**src/rtl/dm_bus_pkg.sv**
```systemverilog
// Shared opcode/status encodings and FSM states for the debug-module system-bus master.
// Imported by the bus master RTL and by the CDC-side benches.
package dm_bus_pkg;

    localparam logic [7:0] OP_NOP      = 8'h00;
    localparam logic [7:0] OP_READ     = 8'h01;
    localparam logic [7:0] OP_WRITE    = 8'h02;

    localparam logic [7:0] STS_OK      = 8'h00;
    localparam logic [7:0] STS_ERR     = 8'h02;
    localparam logic [7:0] STS_TIMEOUT = 8'h03;

    typedef enum logic [1:0] {
        IDLE     = 2'd0,
        BUS_REQ  = 2'd1,
        BUS_WAIT = 2'd2,
        RESP     = 2'd3
    } dm_state_e;

    typedef struct packed {
        logic [23:0] addr;
        logic [31:0] data;
        logic [7:0]  op;
    } dm_req_t;

    function automatic logic op_is_bus(input logic [7:0] op);
        return (op == OP_READ) || (op == OP_WRITE);
    endfunction

endpackage

```
**src/rtl/dmi_bus_master_if.sv**
```systemverilog
// Request/response handshake with the CDC plus the system-bus command/completion signals.
// master = the bus master block's view, slave = the surrounding CDC + bus.
interface dmi_bus_master_if;

    logic        req_vld_ck2;
    logic        req_rdy_ck2;
    logic [23:0] req_addr_ck2;
    logic [31:0] req_data_ck2;
    logic [7:0]  req_op_ck2;

    logic        resp_vld_ck2;
    logic        resp_rdy_ck2;
    logic [23:0] resp_addr_ck2;
    logic [31:0] resp_data_ck2;
    logic [7:0]  resp_op_ck2;

    logic        bus_req_vld;
    logic        bus_req_rdy;
    logic        bus_we;
    logic [23:0] bus_addr;
    logic [31:0] bus_wdata;
    logic        bus_rvld;
    logic [31:0] bus_rdata;
    logic        bus_err;

    modport master (
        input  req_vld_ck2, req_addr_ck2, req_data_ck2, req_op_ck2, resp_rdy_ck2,
               bus_req_rdy, bus_rvld, bus_rdata, bus_err,
        output req_rdy_ck2, resp_vld_ck2, resp_addr_ck2, resp_data_ck2, resp_op_ck2,
               bus_req_vld, bus_we, bus_addr, bus_wdata
    );

    modport slave (
        output req_vld_ck2, req_addr_ck2, req_data_ck2, req_op_ck2, resp_rdy_ck2,
               bus_req_rdy, bus_rvld, bus_rdata, bus_err,
        input  req_rdy_ck2, resp_vld_ck2, resp_addr_ck2, resp_data_ck2, resp_op_ck2,
               bus_req_vld, bus_we, bus_addr, bus_wdata
    );

endinterface

```
**src/rtl/dmi_bus_master.sv**
```systemverilog
// Turns one CDC debug request into one system-bus read/write with a timeout guard,
// returning exactly one response per request.
module dmi_bus_master
    import dm_bus_pkg::*;
#(
    parameter int TIMEOUT_CYCLES = 255
) (
    input  logic             clk2,
    input  logic             rst_ck2,
    dmi_bus_master_if.master dmi
);

    localparam int            CW       = $clog2(TIMEOUT_CYCLES + 1);
    localparam logic [CW-1:0] TMO_LAST = CW'(TIMEOUT_CYCLES - 1);

    dm_state_e     state_q, state_d;
    logic          orphan_q, orphan_d;
    logic [CW-1:0] cnt_q, cnt_d;
    dm_req_t       req_q, req_d;
    logic          we_q, we_d;
    logic [31:0]   resp_data_q, resp_data_d;
    logic [7:0]    resp_op_q, resp_op_d;

    logic req_rdy, req_fire, tmo_hit, bus_req_vld, bus_fire;

    assign req_rdy  = (state_q == IDLE) || ((state_q == RESP) && dmi.resp_rdy_ck2);
    assign req_fire = dmi.req_vld_ck2 && req_rdy;
    assign tmo_hit  = (cnt_q == TMO_LAST);

    // Command is withheld while a timed-out completion is still owed, and on the
    // timeout cycle itself so the bus never accepts a command we are abandoning.
    assign bus_req_vld = (state_q == BUS_REQ) && !orphan_q && !tmo_hit;
    assign bus_fire    = bus_req_vld && dmi.bus_req_rdy;

    always_comb begin
        state_d     = state_q;
        orphan_d    = orphan_q;
        cnt_d       = cnt_q;
        req_d       = req_q;
        we_d        = we_q;
        resp_data_d = resp_data_q;
        resp_op_d   = resp_op_q;

        if (orphan_q && dmi.bus_rvld)
            orphan_d = 1'b0;

        unique case (state_q)
            IDLE: ;
            BUS_REQ: begin
                cnt_d = cnt_q + CW'(1);
                if (bus_fire) begin
                    state_d = BUS_WAIT;
                end else if (tmo_hit) begin
                    state_d     = RESP;
                    resp_op_d   = STS_TIMEOUT;
                    resp_data_d = '0;
                end
            end
            BUS_WAIT: begin
                cnt_d = cnt_q + CW'(1);
                // A completion on the last counted cycle still wins over the timeout.
                if (dmi.bus_rvld) begin
                    state_d     = RESP;
                    resp_op_d   = dmi.bus_err ? STS_ERR : STS_OK;
                    resp_data_d = (req_q.op == OP_READ && !dmi.bus_err) ? dmi.bus_rdata : '0;
                end else if (tmo_hit) begin
                    state_d     = RESP;
                    resp_op_d   = STS_TIMEOUT;
                    resp_data_d = '0;
                    orphan_d    = 1'b1;
                end
            end
            RESP: begin
                if (dmi.resp_rdy_ck2)
                    state_d = IDLE;
            end
        endcase

        // Only reachable from IDLE or from a firing RESP, so it overrides the case above.
        if (req_fire) begin
            req_d.addr = dmi.req_addr_ck2;
            req_d.data = dmi.req_data_ck2;
            req_d.op   = dmi.req_op_ck2;
            we_d       = (dmi.req_op_ck2 == OP_WRITE);
            cnt_d      = '0;
            if (op_is_bus(dmi.req_op_ck2)) begin
                state_d = BUS_REQ;
            end else begin
                state_d     = RESP;
                resp_op_d   = (dmi.req_op_ck2 == OP_NOP) ? STS_OK : STS_ERR;
                resp_data_d = '0;
            end
        end
    end

    always_ff @(posedge clk2) begin
        if (rst_ck2) begin
            state_q     <= IDLE;
            orphan_q    <= 1'b0;
            cnt_q       <= '0;
            req_q       <= '0;
            we_q        <= 1'b0;
            resp_data_q <= '0;
            resp_op_q   <= '0;
        end else begin
            state_q     <= state_d;
            orphan_q    <= orphan_d;
            cnt_q       <= cnt_d;
            req_q       <= req_d;
            we_q        <= we_d;
            resp_data_q <= resp_data_d;
            resp_op_q   <= resp_op_d;
        end
    end

    assign dmi.req_rdy_ck2   = req_rdy;
    assign dmi.resp_vld_ck2  = (state_q == RESP);
    assign dmi.resp_addr_ck2 = req_q.addr;
    assign dmi.resp_data_ck2 = resp_data_q;
    assign dmi.resp_op_ck2   = resp_op_q;
    assign dmi.bus_req_vld   = bus_req_vld;
    assign dmi.bus_we        = we_q;
    assign dmi.bus_addr      = req_q.addr;
    assign dmi.bus_wdata     = req_q.data;

endmodule

```
**src/flat_wrapper.sv**
```systemverilog
// flat-port wrapper written by rule: the top's interface ports become plain ports
module dmi_bus_master_flat import dm_bus_pkg::*;
#(
    parameter int TIMEOUT_CYCLES = 255
)
  (clk2, rst_ck2, dmi_req_vld_ck2, dmi_req_addr_ck2, dmi_req_data_ck2, dmi_req_op_ck2, dmi_resp_rdy_ck2, dmi_bus_req_rdy, dmi_bus_rvld, dmi_bus_rdata, dmi_bus_err, dmi_req_rdy_ck2, dmi_resp_vld_ck2, dmi_resp_addr_ck2, dmi_resp_data_ck2, dmi_resp_op_ck2, dmi_bus_req_vld, dmi_bus_we, dmi_bus_addr, dmi_bus_wdata);
  dmi_bus_master_if dmi_i ();
  input  logic clk2;
  input  logic rst_ck2;
  input wire logic [$bits(dmi_i.req_vld_ck2)-1:0] dmi_req_vld_ck2;
  input wire logic [$bits(dmi_i.req_addr_ck2)-1:0] dmi_req_addr_ck2;
  input wire logic [$bits(dmi_i.req_data_ck2)-1:0] dmi_req_data_ck2;
  input wire logic [$bits(dmi_i.req_op_ck2)-1:0] dmi_req_op_ck2;
  input wire logic [$bits(dmi_i.resp_rdy_ck2)-1:0] dmi_resp_rdy_ck2;
  input wire logic [$bits(dmi_i.bus_req_rdy)-1:0] dmi_bus_req_rdy;
  input wire logic [$bits(dmi_i.bus_rvld)-1:0] dmi_bus_rvld;
  input wire logic [$bits(dmi_i.bus_rdata)-1:0] dmi_bus_rdata;
  input wire logic [$bits(dmi_i.bus_err)-1:0] dmi_bus_err;
  output wire logic [$bits(dmi_i.req_rdy_ck2)-1:0] dmi_req_rdy_ck2;
  output wire logic [$bits(dmi_i.resp_vld_ck2)-1:0] dmi_resp_vld_ck2;
  output wire logic [$bits(dmi_i.resp_addr_ck2)-1:0] dmi_resp_addr_ck2;
  output wire logic [$bits(dmi_i.resp_data_ck2)-1:0] dmi_resp_data_ck2;
  output wire logic [$bits(dmi_i.resp_op_ck2)-1:0] dmi_resp_op_ck2;
  output wire logic [$bits(dmi_i.bus_req_vld)-1:0] dmi_bus_req_vld;
  output wire logic [$bits(dmi_i.bus_we)-1:0] dmi_bus_we;
  output wire logic [$bits(dmi_i.bus_addr)-1:0] dmi_bus_addr;
  output wire logic [$bits(dmi_i.bus_wdata)-1:0] dmi_bus_wdata;
  assign dmi_i.req_vld_ck2 = dmi_req_vld_ck2;
  assign dmi_i.req_addr_ck2 = dmi_req_addr_ck2;
  assign dmi_i.req_data_ck2 = dmi_req_data_ck2;
  assign dmi_i.req_op_ck2 = dmi_req_op_ck2;
  assign dmi_i.resp_rdy_ck2 = dmi_resp_rdy_ck2;
  assign dmi_i.bus_req_rdy = dmi_bus_req_rdy;
  assign dmi_i.bus_rvld = dmi_bus_rvld;
  assign dmi_i.bus_rdata = dmi_bus_rdata;
  assign dmi_i.bus_err = dmi_bus_err;
  assign dmi_req_rdy_ck2 = dmi_i.req_rdy_ck2;
  assign dmi_resp_vld_ck2 = dmi_i.resp_vld_ck2;
  assign dmi_resp_addr_ck2 = dmi_i.resp_addr_ck2;
  assign dmi_resp_data_ck2 = dmi_i.resp_data_ck2;
  assign dmi_resp_op_ck2 = dmi_i.resp_op_ck2;
  assign dmi_bus_req_vld = dmi_i.bus_req_vld;
  assign dmi_bus_we = dmi_i.bus_we;
  assign dmi_bus_addr = dmi_i.bus_addr;
  assign dmi_bus_wdata = dmi_i.bus_wdata;
  dmi_bus_master #(.TIMEOUT_CYCLES(TIMEOUT_CYCLES)) u_core (.clk2(clk2), .rst_ck2(rst_ck2), .dmi(dmi_i));
endmodule
```
**config.mk**
```make
export PLATFORM = sky130hd
export DESIGN_NAME = dmi_bus_master_flat
export DESIGN_NICKNAME = d
export VERILOG_FILES = /design/src/rtl/dm_bus_pkg.sv /design/src/rtl/dmi_bus_master_if.sv /design/src/rtl/dmi_bus_master.sv /design/src/flat_wrapper.sv
export SDC_FILE = /design/constraint.sdc
export NUM_CORES = 1
export LEC_CHECK = 0
export BUFFER_PORTS_ARGS = -buffer_cell sky130_fd_sc_hd__buf_2
export CORE_ASPECT_RATIO = 1.5
export CORE_MARGIN = 1.5
export CORE_UTILIZATION = 30
export DETAILED_ROUTE_END_ITERATION = 10
export PLACE_DENSITY_LB_ADDON = 0.15
export SLEW_MARGIN = 10
export SYNTH_ARGS = -nofsm -noshare
export SYNTH_HDL_FRONTEND = slang
export SYNTH_SLANG_ARGS = --single-unit
```
**constraint.sdc**
```tcl
create_clock -name clk2 -period 2.38 [get_ports clk2]
set_input_delay 0.238 -clock clk2 [delete_from_list [all_inputs] [get_ports clk2]]
set_output_delay 0.238 -clock clk2 [all_outputs]
set_load 0.01 [all_outputs]
```
# Word-level counts from Yosys, hierarchy flattened
# Index checks and enable logic that the tools add are counted.
dict set report word_totals {
  wordCells 62
  out_inout_bits 124
  register_bits 116
  input_bits 103
}
dict set report op_classes {
  reduce_logical 18
  eq_ne 8
  muxes 26
  add_sub_neg 1
}
# operator count
set ops {}
lappend ops {{$mux W32} 6}
lappend ops {{$pmux W32 S2} 1}
lappend ops {{$mux W8} 5}
lappend ops {{$eq A8 B1 Y1 const B} 2}
lappend ops {{$mux W2} 8}
lappend ops {{$pmux W8 S2} 1}
lappend ops {{$add A8 B1 Y8 const B} 1}
lappend ops {{$eq A8 B2 Y1 const B} 1}
lappend ops {{$eq A8 B8 Y1 const B} 1}
lappend ops {{$logic_not A8 Y1} 1}
lappend ops {{$logic_and A1 B1 Y1} 7}
lappend ops {{$pmux W2 S3} 1}
lappend ops {{$eq A2 B2 Y1 const B} 2}
lappend ops {{$mux W1} 4}
lappend ops {{$reduce_bool A4 Y1} 1}
lappend ops {{$reduce_or A2 Y1} 2}
lappend ops {{$logic_not A1 Y1} 3}
lappend ops {{$ne A3 B2 Y1 const B} 1}
lappend ops {{$eq A2 B1 Y1 const B} 1}
lappend ops {{$logic_not A2 Y1} 1}
lappend ops {{$logic_or A1 B1 Y1} 2}
lappend ops {{$reduce_and A2 Y1} 1}

# Logic depth before layout (Yosys ltp)
dict set report depth {
  ltp_word 8
  mapped_depth 10
  depth_no_buf 7
}

# Least setup slack after synthesis
# No wires, ideal clock.
dict set report synth_path {
  path_type {flip-flop to flip-flop}
  start {register u_core.state_q[0]}
  end {register u_core.resp_data_q[0], in the netlist u_core.dmi.resp_data_ck2[0]}
  stages_incl_launch_ff 9
  t_arrival_ns 1.722
  t_required_ns 2.259
  synth_period_minus_slack_ns 1.842
  path_buffers 2
  slack_ns 0.538
  setup_ns 0.121
  path_cell_list {dfxtp_1 > ha_1 > a21o_2 > nand2_1 > a31oi_1 > or2_1 > buf_2 > buf_2 > nor2_2}
}
dict set report synth_via {
  word_cells_on_any_way 14
  classes_between {eq/ne (3); mux (4); reduce/logical (7)}
}
# element line_no
set synth_lines {}
lappend synth_lines {{start, declared} dmi_bus_master.sv:16} ;# dm_state_e state_q, state_d;
lappend synth_lines {{start signal, assigned} dmi_bus_master.sv:106} ;# state_q <= state_d;
lappend synth_lines {{$eq A2 B2 Y1} n/a}
lappend synth_lines {{named net dmi_resp_vld_ck2} flat_wrapper.sv:20} ;# output wire logic [$bits(dmi_i.resp_vld_ck2)-1:0] dmi_resp_vld_ck2;
lappend synth_lines {{$logic_and A1 B1 Y1} dmi_bus_master.sv:26} ;# assign req_rdy = (state_q == IDLE) || ((state_q == RESP) && dmi.resp_rdy_ck2);
lappend synth_lines {{$logic_or A1 B1 Y1} dmi_bus_master.sv:26}
lappend synth_lines {{named net dmi_req_rdy_ck2} flat_wrapper.sv:19} ;# output wire logic [$bits(dmi_i.req_rdy_ck2)-1:0] dmi_req_rdy_ck2;
lappend synth_lines {{$logic_and A1 B1 Y1} dmi_bus_master.sv:27} ;# assign req_fire = dmi.req_vld_ck2 && req_rdy;
lappend synth_lines {{$mux W32} dmi_bus_master.sv:80} ;# if (req_fire) begin
lappend synth_lines {{end signal, assigned} dmi_bus_master.sv:111} ;# resp_data_q <= resp_data_d;
lappend synth_lines {{end, declared} dmi_bus_master.sv:21} ;# logic [31:0] resp_data_q, resp_data_d;
# The timed path passes the listed nets, and every way through them passes these cells.
# A chain may end at the register's enable or synchronous reset.

# Worst setup path after layout
dict set report layout_path {
  start {register u_core.state_q[0]}
  end {register u_core.resp_data_q[1], in the netlist u_core.dmi.resp_data_ck2[1]}
}
dict set report layout_via {
  elab_chain_len 8
  word_cells_on_any_way 14
  classes_between {eq/ne (3); mux (4); reduce/logical (7)}
}
# element line_no
set layout_lines {}
lappend layout_lines {{$eq A2 B1 Y1} {dmi_bus_master.sv:32, dmi_bus_master.sv:47}}
lappend layout_lines {{$logic_and A1 B1 Y1 (2 in series)} dmi_bus_master.sv:32} ;# assign bus_req_vld = (state_q == BUS_REQ) && !orphan_q && !tmo_hit;
lappend layout_lines {{$logic_and A1 B1 Y1} dmi_bus_master.sv:33} ;# assign bus_fire = bus_req_vld && dmi.bus_req_rdy;
lappend layout_lines {{$mux W32} dmi_bus_master.sv:51} ;# if (bus_fire) begin
lappend layout_lines {{$pmux W32 S2} dmi_bus_master.sv:47} ;# unique case (state_q)
lappend layout_lines {{$mux W32} dmi_bus_master.sv:86} ;# if (op_is_bus(dmi.req_op_ck2)) begin
lappend layout_lines {{$mux W32 *} dmi_bus_master.sv:80}
# Every way passes the cells marked *; elsewhere a longest branch is shown, timed or not.

==> impl_metrics.csv <==
group,metric,value,unit
detailed_routing,ant_nets,0,
timing,finalHoldViolCount,0,
synth,synth_top_flop_cell,"dfxtp_1",
power,intPower,4.56,mW
final_layout,drive_gt1_share,45.6,%
synth,ys.warnings.count,0,
die,die-area,18000,sq um
timing,finalSetupViolCount,0,
synth,synth_fp_nets,692,
timing,fmax,501,MHz
critical_path,critPathMaxFanout,22,
place,hpwl,9.31,mm
outcome,outcome,"finished clean",
global_routing,grt_pass1_vias,4107,
synth,ys_types,40,
place,place_inst,912,
detailed_routing,wl_per_cell,13.6,microns
die,core_area,16800,sq um
timing,fin_skew,0.00732,ns
cts,clockBufferDepth,2,
cts,holdBufCountCts,0,
cts,clock-sinks,116,
synth,syn_area,5140,sq um
final_layout,post-route-cell-area,6440,sq um
cts,cts_tree,"done",
power,clkPwrFrac,35.4,%
die,ios,227,
power,combPwrFrac,30.9,%
synth,synth_edf_count,0,
place,dpl_cell_area,5860,sq um
place,gp_congestion,0.785,
critical_path,cp.arrival,2.28,ns
critical_path,worst-r2r-cell-count,7,
critical_path,rrSetupSlack,0.38,ns
final_layout,final_core_util,38.4,%
final_layout,layout.cells.non_filler,944,
critical_path,crit_path_start,"u_core.state_q[0]",
timing,tns,0,ns
synth,yosys_register_bits,116,
cts,clk_pin_slew,0.05,ns
final_layout,nFillCells,1749,
final_layout,multi_input_area,1990,sq um
final_layout,nets,830,
global_routing,grt_max_degree,68,
timing,finalCritPeriodShare,83.9,%
detailed_routing,vias,4240,
worst_hold_path,hold_end,"u_core.dmi.resp_data_ck2[6]",
global_routing,grt_pass1_wl,19.8,mm
detailed_routing,viasPerCell,4.49,
synth,async_reset_ff_share,0,%
global_routing,antenna_found_initial,1,
critical_path,timing.rr.end,"u_core.dmi.resp_data_ck2[1]",
critical_path,crit_required,2.67,ns
critical_path,start_kind,"flip-flop",
worst_hold_path,hold_class,"in -> reg",
power,power.total,6.98,mW
synth,syn_area_per_cell,8.82,sq um
cts,cts_resized,0,
die,die_h,163,microns
die,rows,58,
power,power-per-cell-area,1080,nW/um^2
final_layout,syn2layout_area_growth,25.3,%
cts,post_cts_buffers,0,
detailed_routing,firstDrtPassIters,4,
power,irDropWorstVdd,0.501,mV
power,p_sw,2.42,mW
synth,synth-seq-area-share,45.1,%
power,power_leakage,2.89,nW
power,p_seq_share,33.7,%
place,portBuffers,226,
global_routing,track_usage,14.3,%
timing,worstMarginPinSlew,0.708,ns
critical_path,worst-setup-path-type,"reg -> reg",
worst_hold_path,min_from,"dmi_bus_rdata[6]",
power,swShare,34.7,%
timing,slew_headroom,52.8,%
die,start_util,30.7,%
cts,cts-root-buf,"clkbuf_16",
timing,drv_slew,0,
cts,cts_htree_levels,4,
detailed_routing,drt_iter0_markers,140,
detailed_routing,drc,0,
critical_path,cp-end-kind,"flip-flop",
detailed_routing,postRouteWirelength,12.8,mm
cts,cts_made_buffers,17,
run,maxCapViolCount,0,
critical_path,reg2reg_from,"u_core.state_q[0]",
worst_hold_path,holdPathStages,3,
final_layout,ff_latch_area,2320,sq um
global_routing,grt-ovfl-total,0,
timing,rsz0062_at_grt,"no",
timing,post-route-min-period,2.00,ns
cts,insertion_delay,0.40,ns
synth,synthCells,583,
die,die_x,110,microns
kinds of logic after synthesis:
kind of cell	Yosys count	share of synthesized area, %
AND/OR/NAND/NOR	208	18.6
buffers and inverters	125	16.4
AO/OA/AOI/OAI	120	17.1
flip-flops	116	45.1
XOR/XNOR	8	1.36
adder cells (fa/ha/maj)	6	1.46
flip-flops by register name (all words and copies together), names as in the netlist:
signal,count
u_core.cnt_q,8
u_core.dmi.bus_addr,24
u_core.dmi.bus_wdata,32
u_core.dmi.bus_we,1
u_core.state_q,2
u_core.req_q,8
u_core.dmi.resp_data_ck2,32
u_core.dmi.resp_op_ck2,8
u_core.orphan_q,1
how the worst max path moves through the flow:
stage / endpoint / slack (ns) / depth (start not counted)
2_1_floorplan: u_core.dmi.resp_data_ck2[0] / 0.54 / 8
3_3_place_gp: u_core.dmi.bus_we / 0.47 / 8
3_5_place_dp: u_core.dmi.resp_data_ck2[21] / 0.37 / 7
4_1_cts: u_core.dmi.resp_data_ck2[1] / 0.36 / 7
5_1_grt: u_core.dmi.resp_data_ck2[1] / 0.23 / 7
6_report: u_core.dmi.resp_data_ck2[1] / 0.38 / 7
stage by stage:
| stage | hold WS, ns | setup WS [ns] |
|---|---|---|
| 2_1_floorplan | 0.317 | 0.538 |
| 4_1_cts | 0.0458 | 0.359 |
| 3_3_place_gp | 0.440 | 0.472 |
| 6_report | 0.0709 | 0.383 |
| 3_5_place_dp | 0.447 | 0.366 |
| 5_1_grt | 0.0500 | 0.234 |
Yosys cell counts, types with 3 or more instances:
cell type | n | area share (%)
nand4_1 | 4 | 0.49
xnor2_1 | 3 | 0.51
ha_1 | 6 | 1.5
clkbuf_1 | 14 | 1.0
nor2_1 | 11 | 0.80
dfxtp_1 | 116 | 45
inv_1 | 8 | 0.58
nor3_1 | 9 | 0.88
nand2_1 | 133 | 9.7
buf_6 | 6 | 1.3
nor2_2 | 30 | 3.6
buf_4 | 83 | 12
nor4_1 | 3 | 0.36
and3_1 | 7 | 0.85
a22oi_2 | 30 | 7.3
buf_2 | 14 | 1.4
xor2_1 | 5 | 0.85
a21oi_1 | 72 | 7.0
placed cells by master (no fill, tap or decap), drive strengths merged, types with 3 or more instances in the layout:
master	synthesis	layout
nor3	10	10
ha	6	6
a21oi	72	72
inv	8	8
o21ai	3	3
nand4	4	4
nand2	133	133
xor2	5	5
and3	7	7
dfxtp	116	116
nor2	41	41
a22oi	32	32
xnor2	3	3
nor4	4	4
clkinv	0	5
clkbuf	14	22
buf	103	236
metal layers:
layer | share of wire, % | up-vias | global-route usage [%]
li1 | - | 2131 | -
met1 | 40 | 1955 | 15.9
met2 | 50 | 147 | 24.1
met3 | 8.8 | 7 | 5.99
met4 | 1.0 | 0 | 4.78
met5 | 0 | - | 0
critical path: stages, from the launching register on:
cell and delay (ns):
dfxtp_1 0.40, ha_1 0.30, a21o_2 0.19, nand2_2 0.06
a31oi_1 0.25, or2_2 0.39, buf_12 0.24, nor2_2 0.06
final cells by class:
class                      count  share of cell area, %
timing repair buffer         236                   19.5
sequential                   116                   36.0
tap                          210                   4.08
multi-input combinational    342                   30.9
clock buffer                  22                   7.36
clock inverter                 9                   1.61
antenna                        1                 0.0388
inverter                       8                  0.466
power by group through the flow:
| stage | combinational (mW) | clock [mW] | sequential (mW) |
|---|---|---|---|
| 2_1_floorplan | 1.84 | 0 | 2.36 |
| 3_3_place_gp | 2.15 | 0 | 2.38 |
| 3_5_place_dp | 2.19 | 0 | 2.40 |
| 4_1_cts | 2.19 | 2.56 | 2.36 |
| 5_1_grt | 2.40 | 2.65 | 2.39 |
| 6_report | 2.15 | 2.47 | 2.35 |
(Power assumes the default switching activity.)
